## config.mk

```make
export PLATFORM = sky130hd
export DESIGN_NAME = oc8051_etr_bank
export DESIGN_NICKNAME = d
export VERILOG_FILES = /design/src/rtl/oc8051_etr_bank_pkg.sv /design/src/rtl/oc8051_etr_bank_entry.sv /design/src/rtl/oc8051_etr_bank.sv
export SDC_FILE = /design/constraint.sdc
export NUM_CORES = 1
export LEC_CHECK = 0
export BUFFER_PORTS_ARGS = -buffer_cell sky130_fd_sc_hd__buf_2
export CAP_MARGIN = 40
export CORE_ASPECT_RATIO = 1.2
export CORE_MARGIN = 3
export CORE_UTILIZATION = 63
export DETAILED_ROUTE_END_ITERATION = 10
export PLACE_DENSITY = 0.85
export SETUP_SLACK_MARGIN = 0.4
export SYNTH_ARGS = -nofsm -noshare
export SYNTH_HDL_FRONTEND = slang
export SYNTH_SLANG_ARGS = --single-unit
```

## constraint.sdc

```tcl
create_clock -name clk -period 5 [get_ports clk]
set_input_delay 0.5 -clock clk [delete_from_list [all_inputs] [get_ports clk]]
set_output_delay 0.5 -clock clk [all_outputs]
set_load 0.05 [all_outputs]
```

## src/rtl/oc8051_etr_bank_pkg.sv

```systemverilog
// Shared constants for the ecall target register bank: SFR addresses,
// lookup FSM encodings and a small range helper.
package oc8051_etr_bank_pkg;

  localparam logic [7:0] OC8051_SFR_ETR_LO  = 8'hE9;
  localparam logic [7:0] OC8051_SFR_ETR_HI  = 8'hEA;
  localparam logic [7:0] OC8051_SFR_ETR_SEL = 8'hEB;

  localparam logic [1:0] ETR_ST_IDLE = 2'd0;
  localparam logic [1:0] ETR_ST_LOOK = 2'd1;
  localparam logic [1:0] ETR_ST_RESP = 2'd2;

  localparam int unsigned ETR_MAX_TGT = 8;

  function automatic logic etr_in_range(input logic [2:0] idx, input int unsigned num);
    return ({29'd0, idx} < num);
  endfunction

endpackage

```

## src/rtl/oc8051_etr_bank_entry.sv

```systemverilog
// One ecall target slot: 16-bit target, programmed flag and sticky lock.
module oc8051_etr_entry (
  input  logic        clk,
  input  logic        rst,
  input  logic        commit,
  input  logic        lock_set,
  input  logic [15:0] tgt_in,
  output logic [15:0] tgt,
  output logic        prog,
  output logic        lock
);

  always_ff @(posedge clk or negedge rst) begin
    if (!rst) begin
      tgt  <= '0;
      prog <= 1'b0;
      lock <= 1'b0;
    end else begin
      if (commit) begin
        tgt  <= tgt_in;
        prog <= 1'b1;
      end
      if (lock_set)
        lock <= 1'b1;
    end
  end

endmodule

```

## src/rtl/oc8051_etr_bank.sv

```systemverilog
// Ecall target register bank: SFR-programmed target table with a
// three-state lookup engine answering ecall index requests.
module oc8051_etr_bank
  import oc8051_etr_bank_pkg::*;
#(
  parameter int unsigned NUM_TGT = 4,
  parameter logic [7:0]  SFR_LO  = OC8051_SFR_ETR_LO,
  parameter logic [7:0]  SFR_HI  = OC8051_SFR_ETR_HI,
  parameter logic [7:0]  SFR_SEL = OC8051_SFR_ETR_SEL
) (
  input  logic        clk,
  input  logic        rst,
  input  logic        priv_lvl,
  input  logic        wr,
  input  logic        wr_bit,
  input  logic [7:0]  wr_addr,
  input  logic [7:0]  data_in,
  input  logic [7:0]  rd_addr,
  output logic [7:0]  data_out,
  input  logic        ecall_req,
  input  logic [2:0]  ecall_idx,
  output logic        ecall_ack,
  output logic [15:0] ecall_tgt,
  output logic        ecall_err
);

  logic [2:0]  sel;
  logic [7:0]  stage_lo;
  logic        stage_vld;
  logic [1:0]  state;
  logic [2:0]  idx_q;

  logic [15:0] tgt_vec [NUM_TGT];
  logic [NUM_TGT-1:0] prog_vec;
  logic [NUM_TGT-1:0] lock_vec;

  // Zero-padded to the full 3-bit index space so out-of-range reads yield 0.
  logic [15:0] tgt_all [ETR_MAX_TGT];
  logic [ETR_MAX_TGT-1:0] prog_all;
  logic [ETR_MAX_TGT-1:0] lock_all;

  logic byte_wr, wr_sel, wr_lo, wr_hi, hi_ok;
  logic [15:0] look_tgt;
  logic        look_err;

  assign byte_wr = wr & ~wr_bit & priv_lvl;
  assign wr_sel  = byte_wr & (wr_addr == SFR_SEL);
  assign wr_lo   = byte_wr & (wr_addr == SFR_LO);
  assign wr_hi   = byte_wr & (wr_addr == SFR_HI);
  assign hi_ok   = wr_hi & stage_vld & etr_in_range(sel, NUM_TGT) & ~lock_all[sel];

  always_comb begin
    for (int unsigned i = 0; i < ETR_MAX_TGT; i++)
      tgt_all[i] = '0;
    for (int unsigned i = 0; i < NUM_TGT; i++)
      tgt_all[i] = tgt_vec[i];
    prog_all = ETR_MAX_TGT'(prog_vec);
    lock_all = ETR_MAX_TGT'(lock_vec);
  end

  for (genvar g = 0; g < NUM_TGT; g++) begin : g_entry
    oc8051_etr_entry u_entry (
      .clk      (clk),
      .rst      (rst),
      .commit   (hi_ok & (sel == 3'(g))),
      .lock_set (wr_sel & data_in[7] & (data_in[2:0] == 3'(g))),
      .tgt_in   ({data_in, stage_lo}),
      .tgt      (tgt_vec[g]),
      .prog     (prog_vec[g]),
      .lock     (lock_vec[g])
    );
  end

  // Any SEL or HI write drops the staged byte; only LO arms it.
  always_ff @(posedge clk or negedge rst) begin
    if (!rst) begin
      sel       <= '0;
      stage_lo  <= '0;
      stage_vld <= 1'b0;
    end else if (wr_sel) begin
      sel       <= data_in[2:0];
      stage_vld <= 1'b0;
    end else if (wr_lo) begin
      stage_lo  <= data_in;
      stage_vld <= 1'b1;
    end else if (wr_hi) begin
      stage_vld <= 1'b0;
    end
  end

  always_comb begin
    data_out = '0;
    if (rd_addr == SFR_LO)
      data_out = tgt_all[sel][7:0];
    else if (rd_addr == SFR_HI)
      data_out = tgt_all[sel][15:8];
    else if (rd_addr == SFR_SEL)
      data_out = {lock_all[sel], prog_all[sel], stage_vld, 2'b00, sel};
  end

  always_comb begin
    look_err = ~etr_in_range(idx_q, NUM_TGT) | ~prog_all[idx_q];
    look_tgt = look_err ? 16'h0000 : tgt_all[idx_q];
  end

  always_ff @(posedge clk or negedge rst) begin
    if (!rst) begin
      state     <= ETR_ST_IDLE;
      idx_q     <= '0;
      ecall_tgt <= '0;
      ecall_err <= 1'b0;
    end else begin
      case (state)
        ETR_ST_IDLE: begin
          if (ecall_req) begin
            state <= ETR_ST_LOOK;
            idx_q <= ecall_idx;
          end
        end
        ETR_ST_LOOK: begin
          state     <= ETR_ST_RESP;
          ecall_tgt <= look_tgt;
          ecall_err <= look_err;
        end
        ETR_ST_RESP: state <= ETR_ST_IDLE;
        default:     state <= ETR_ST_IDLE;
      endcase
    end
  end

  assign ecall_ack = (state == ETR_ST_RESP);

endmodule

```

==> results.yml, run 1 <==
grt:
  largest_net_degree_at_the_start_of_global_routing: 70
  wire_length_of_the_first_global_routing_pass_um: 18400
  grt_overflow_total: 0
  antenna_found_initial: 1
  grt_util_all_layers: 0.267
  grt_pass1_vias: 3401
layout:
  final_instance_count_without_filler_cells: 474
  multiInputGateArea_um2: 2420
  register_area_um2: 2650
  layout.filler_cells: 502
  post_route_cells_drive_above_1_share: 0.529
  final_net_count: 410
  antenna-diode-count: 0
  area_delta_synth_final_pct: 10.3
  final_area_um2: 5740
  utilization: 0.732
floorplan:
  initial_core_utilization: 0.664
  die_height_um: 106
  io_pins: 59
  num_rows: 35
  floorplan.core_area_um2: 7840
  fp.dieArea_um2: 9390
  fp.dieW_um: 89.0
detailed_routing:
  via_per_inst: 6.70
  detailedRoute.firstIterationViolations: 257
  routed-via-count: 3177
  drc: 0
  drt_first_pass_iters: 4
  wl_per_cell_um: 24.0
  antenna_violating_nets_post_route: 0
  wl_um: 11400
place:
  port-buffer-count: 58
  placed_cells: 458
  finalWeightedCongestion: 0.841
  placedInstanceArea_um2: 5560
  detailed_place_hpwl_um: 7860
sta:
  rsz0062_at_grt: "no"
  finalMaxSlewViolations: 0
  max_slew.worst_pin.slew_ns: 0.878
  final_period_util: 0.655
  timing.fmax_ghz: 0.305
  final-setup-viol-count: 0
  setup_total_negative_slack_ns: 0
  finalCriticalPeriod_ns: 3.28
  max-slew-margin-rel: 0.410
  report.final.hold_viol_count: 0
  final.setup_skew_ns: 0.00935
clocking:
  tritoncts.num_buffers: 9
  ctsHoldBuffers: 0
  cts_max_level: 3
  cts_buffer_depth: 2
  clk_transition_reported_paths_ns: 0.10
  cts-root-buf: "clkbuf_8"
  post-cts-setup-buffers: 0
  cts.sinks: 106
  clock_insertion_delay_worst_skew_ns: 0.36
  tritoncts_clock_tree: "built"
  post_cts_resize_count: 0
logic_synthesis:
  post_synthesis_cell_type_with_the_largest_combined_area: "dfrtp_1"
  ys_top_cells_by_count: "dfrtp_1, mux2_2, mux4_2"
  synth_area_um2: 5200
  seq_area_frac_synth: 0.510
  synth.top_cell.area_share: 0.510
  asyncSetResetFlopFracSynth: 1.00
  synth_ff_type: "dfrtp_1"
  yosys.cell_types.count: 34
  synth_fp_nets: 356
  post_synth_main_area_contributors: "dfrtp_1, mux4_2, mux2_2"
  synth_most_common_cell: "dfrtp_1"
  yosys_warnings: 0
  post_synth_inst_count: 323
  synth_edf_count: 0
  syn_area_per_cell_um2: 16.1
  synth_seq_cells: 106
worst_hold_path:
  worst_hold_path_type: "in -> async"
outcome:
  outcome: "finished, final reports clean"
setup_path:
  worst_ep_required_time_ns: 4.50
  arrival_ns: 2.78
  critical-path-top-delay-family: "simple AND/OR/NAND/NOR gates"
  critical_path.cell_chain: "or3b_2 > or4b_2 > nor2b_1 > a221o_1 > buf_2"
  critical_path.startpoint_type: "flip-flop"
  critPathKind: "reg -> out"
  path_max_fanout: 6
  critical_path.endpoint_type: "primary output"
  worst_path_max_delay_cell: "or4b_2"
  timing.critical_path.slowest_cell_delay_ns: 0.73
  cp_bufs_invs: 1
power_and_ir_drop:
  powerDensity_nw_per_um2: 265
  irDropWorstVdd_mv: 0.186
  power_leakage_nw: 2.93
flow_run:
  maxCapViolations: 0
## final cells by class
class	count	area share
clock buffer	9	0.0216
clock inverter	7	0.00915
inverter	3	0.00196
multi-input combinational	192	0.421
sequential	106	0.462
tap	92	0.0201
timing repair buffer	65	0.0641
## cell usage in the layout, fill, tap and decap left out, types with 5 or more instances in the layout
cell / count
a32o_1: 16
nor2b_1: 8
mux2_2: 51
nor2_1: 6
buf_2: 57
mux2_4: 27
clkbuf_8: 9
dfrtp_1: 106
mux4_2: 33
nand2b_1: 6
buf_4: 6
nand2_1: 5
## state kept, by name (all words and copies together), names as in the netlist
signal / flops
stage_vld: 1
stage_lo: 8
state: 2
sel: 3
ecall_err: 1
g_entry.u_entry.tgt: 64
g_entry.u_entry.prog: 4
ecall_tgt: 16
idx_q: 3
g_entry.u_entry.lock: 4
## worst paths after layout
check,startpoint,to,slack [ns],depth (start not counted)
hold / removal,rst,g_entry[0].u_entry.tgt[14],0.09,1
setup reg to reg,sel[0],g_entry[2].u_entry.tgt[8],2.02,5
max in group asynchronous,rst,g_entry[3].u_entry.tgt[11],3.67,2
setup / recovery,sel[2],data_out[5],1.72,5
min in group clk,wr_addr[1],stage_vld,0.34,2
hold reg to reg,g_entry[0].u_entry.lock,g_entry[0].u_entry.lock,0.48,1
## metrics by stage
step | setup slack, ns | total power, mW | hold WS (ns)
2_1_floorplan | 2.04 | 0.982 | 0.204
3_3_place_gp | 1.97 | 1.04 | 0.445
3_5_place_dp | 1.88 | 1.06 | 0.455
4_1_cts | 1.76 | 1.53 | 0.0877
5_1_grt | 1.62 | 1.58 | 0.0849
6_report | 1.72 | 1.52 | 0.0883
## kinds of logic (layout without fill, tap and decap cells)
logic type      after synthesis  in the layout  share of synthesized area
mux                         115            115                      0.339
flops                       106            106                      0.510
simple gates                 44             44                     0.0685
compound gates               33             33                     0.0572
buf+inv                      25             84                     0.0255
## where the power goes
group          leakage [nW]  switching [mW]  internal (mW)  total, mW
registers              1.47          0.0165          0.867      0.883
clock network        0.0904           0.295          0.186      0.481
logic                  1.37          0.0925         0.0658      0.158
total                  2.93           0.404           1.12       1.52
## metal layers
layer	track usage	share of wire	vias to the layer above
li1	-	-	1373
met4	0.0745	0.011	0
met1	0.376	0.41	1670
met2	0.420	0.50	125
met5	0	0	-
met3	0.0610	0.078	9
Power figures use the tool's default switching activity.
==> inputs of run 2 (changes only) <==
--- a/config.mk
+++ b/config.mk
@@ -9,9 +9,9 @@
 export CAP_MARGIN = 40
 export CORE_ASPECT_RATIO = 1.2
 export CORE_MARGIN = 3
-export CORE_UTILIZATION = 63
+export CORE_UTILIZATION = 53
 export DETAILED_ROUTE_END_ITERATION = 10
-export PLACE_DENSITY = 0.85
+export PLACE_DENSITY = 0.76
 export SETUP_SLACK_MARGIN = 0.4
 export SYNTH_ARGS = -nofsm -noshare
 export SYNTH_HDL_FRONTEND = slang
==> constraint.sdc (replaced) <==
create_clock -name clk -period 2.8 [get_ports clk]
set_input_delay 0.28 -clock clk [delete_from_list [all_inputs] [get_ports clk]]
set_output_delay 0.28 -clock clk [all_outputs]
set_load 0.05 [all_outputs]
==> results.yml, run 2 (same netlist as run 1, synthesis figures left out) <==
sta:
  setup_total_negative_slack_ns: 0
  final-setup-viol-count: 0
  report.final.hold_viol_count: 0
  finalMaxSlewViolations: 0
  final.setup_skew_ns: 0.00586
  max_slew.worst_pin.slew_ns: 0.827
  final_period_util: 0.921
  timing.fmax_ghz: 0.388
  finalCriticalPeriod_ns: 2.58
  finalHoldWorstSlack_ns: 0.141
  final_worst_setup_slack_ns: 0.220
  rsz0062_at_grt: "yes"
  max-slew-margin-rel: 0.449
worst_hold_path:
  min_to: "stage_vld"
  min-delay-start: "wr_addr[1]"
  holdPathStages: 2
  worst_hold_path_type: "in -> reg"
clocking:
  clock_insertion_delay_worst_skew_ns: 0.35
  cts_max_level: 3
  tritoncts_clock_tree: "built"
  cts-root-buf: "clkbuf_16"
  clk_transition_reported_paths_ns: 0.07
  cts.sinks: 106
  tritoncts.num_buffers: 9
  cts_buffer_depth: 2
layout:
  final_net_count: 423
  layout.filler_cells: 732
  largest_register_ffs: 64
  mostFrequentLayoutCells: "dfrtp_1, mux2_2, buf_2"
  area_delta_synth_final_pct: 17.8
  layout_top_registers: "g_entry.u_entry.tgt x64, ecall_tgt x16, stage_lo x8"
  registers.top_by_ff_count: "g_entry.u_entry.tgt"
  post_route_cells_drive_above_1_share: 0.559
  mostFrequentLayoutCell: "dfrtp_1"
  antenna-diode-count: 0
  final_instance_count_without_filler_cells: 518
floorplan:
  initial_core_utilization: 0.544
  io_pins: 59
  die_height_um: 115
  fp.dieArea_um2: 11000
  fp.dieW_um: 96.4
  num_rows: 39
  floorplan.core_area_um2: 9560
grt:
  antenna_found_initial: 0
  grt_overflow_total: 0
  wire_length_of_the_first_global_routing_pass_um: 19200
  grt_pass1_vias: 3502
  largest_net_degree_at_the_start_of_global_routing: 87
  grt_util_all_layers: 0.239
power_and_ir_drop:
  p_int_mw: 2.32
  total_switching_power_mw: 0.769
  swShare: 0.249
  share_seq_of_total_power: 0.516
  irDropWorstVdd_mv: 0.283
  power_frac_comb: 0.087
  powerDensity_nw_per_um2: 504
  clock_power_share: 0.397
  p_total_mw: 3.09
  power_leakage_nw: 3.06
place:
  port-buffer-count: 58
  finalWeightedCongestion: 0.839
  detailed_place_hpwl_um: 7680
  placed_cells: 492
  preCtsSetupSlack_ns: 0.267
setup_path:
  worst_ep_required_time_ns: 2.52
  path_max_fanout: 6
  critPathKind: "reg -> out"
  cp.depth: 5
  arrival_ns: 2.30
  timing.rr.start: "sel[0]"
  critical_path.cell_chain: "or3b_4 > or4b_4 > nor2b_1 > a221o_1 > buf_6"
  critical_path.endpoint_type: "primary output"
  ff2ff_path_depth: 5
  cp_bufs_invs: 1
  critical_path.startpoint_type: "flip-flop"
  timing.critical_path.slowest_cell_delay_ns: 0.57
  rr_endpoint: "g_entry[2].u_entry.tgt[10]"
  critical-path-top-delay-family: "simple AND/OR/NAND/NOR gates"
  worst_path_max_delay_cell: "or4b_4"
  r2r_slack_ns: 0.44
detailed_routing:
  via_per_inst: 6.29
  drt_first_pass_iters: 4
  wl_um: 12100
  antenna_violating_nets_post_route: 0
  detailedRoute.firstIterationViolations: 221
  wl_per_cell_um: 23.4
  routed-via-count: 3258
  drc: 0
outcome:
  outcome: "finished, final reports clean"
flow_run:
  maxCapViolations: 0
## run 2: cell types whose count changed in the layout (fill, tap and decap cells not counted), sizes merged
cell,previous run,this run
buf,64,76
clkbuf,9,12
clkdlybuf4s18,1,0
clkinv,3,1
clkinvlp,1,4
dlygate4sd3,0,1
inv,6,3
## run 2: what timing repair did
action | CTS | global route
buffers inserted | 8 | 0
hold buffers | 1 | 0
cloned | 0 | 1
resized for setup | 18 | 6
hold endpoints to repair | 20 | 0
endpoints found under the setup margin | 60 | 8
pin swaps | 7 | 2
## run 2: through the flow
stage	cell area (um^2)	utilization
after floorplan	5220	-
after global placement	5640	0.590
after detailed placement	5640	0.590
after CTS	6090	0.636
after global routing	6130	0.641
final	6130	0.641
## run 2: worst max-delay path by stage
stage | start | end | slack [ns]
final | sel[2] | data_out[1] | 0.22
after global routing | sel[2] | data_out[1] | 0.19
after CTS | sel[2] | data_out[5] | 0.27
after detailed placement | sel[0] | g_entry[3].u_entry.tgt[9] | 0.27
after global placement | sel[0] | g_entry[3].u_entry.tgt[4] | 0.29
after floorplan | sel[1] | g_entry[1].u_entry.tgt[10] | 0.41
## run 2: worst reg2reg max path, delay by kind of cell, from the launching register on
family / cells / cell delay, ns
buffers and inverters: 1 / 0.22
DFF: 1 / 0.44
muxes: 2 / 0.87
and+or+nand+nor: 2 / 0.72
## run 2: final cells by class
type,instances,area (um^2),area share
clock buffers,11,253,0.0412
clock inverters,5,38.8,0.00633
inverters,3,11.3,0.00184
multi-input cells,192,2450,0.399
flip-flops and latches,106,2650,0.433
well taps,123,154,0.0251
repair buffers,78,574,0.0937
## run 2: routing by layer
metal / global-route usage / vias to the layer above / wire length (um)
li1: - / 1402 / -
met1: 0.325 / 1718 / 5000
met2: 0.384 / 121 / 6150
met3: 0.0375 / 17 / 729
met4: 0.0945 / 0 / 228
met5: 0 / - / 0
## run 2: power groups by stage
| stage | Combinational (mW) | Clock [mW] | Sequential, mW |
|---|---|---|---|
| 3_3_place_gp | 0.261 | 0 | 1.62 |
| 2_1_floorplan | 0.170 | 0 | 1.59 |
| 5_1_grt | 0.292 | 1.31 | 1.60 |
| 6_report | 0.268 | 1.23 | 1.59 |
| 3_5_place_dp | 0.267 | 0 | 1.62 |
| 4_1_cts | 0.270 | 1.25 | 1.59 |
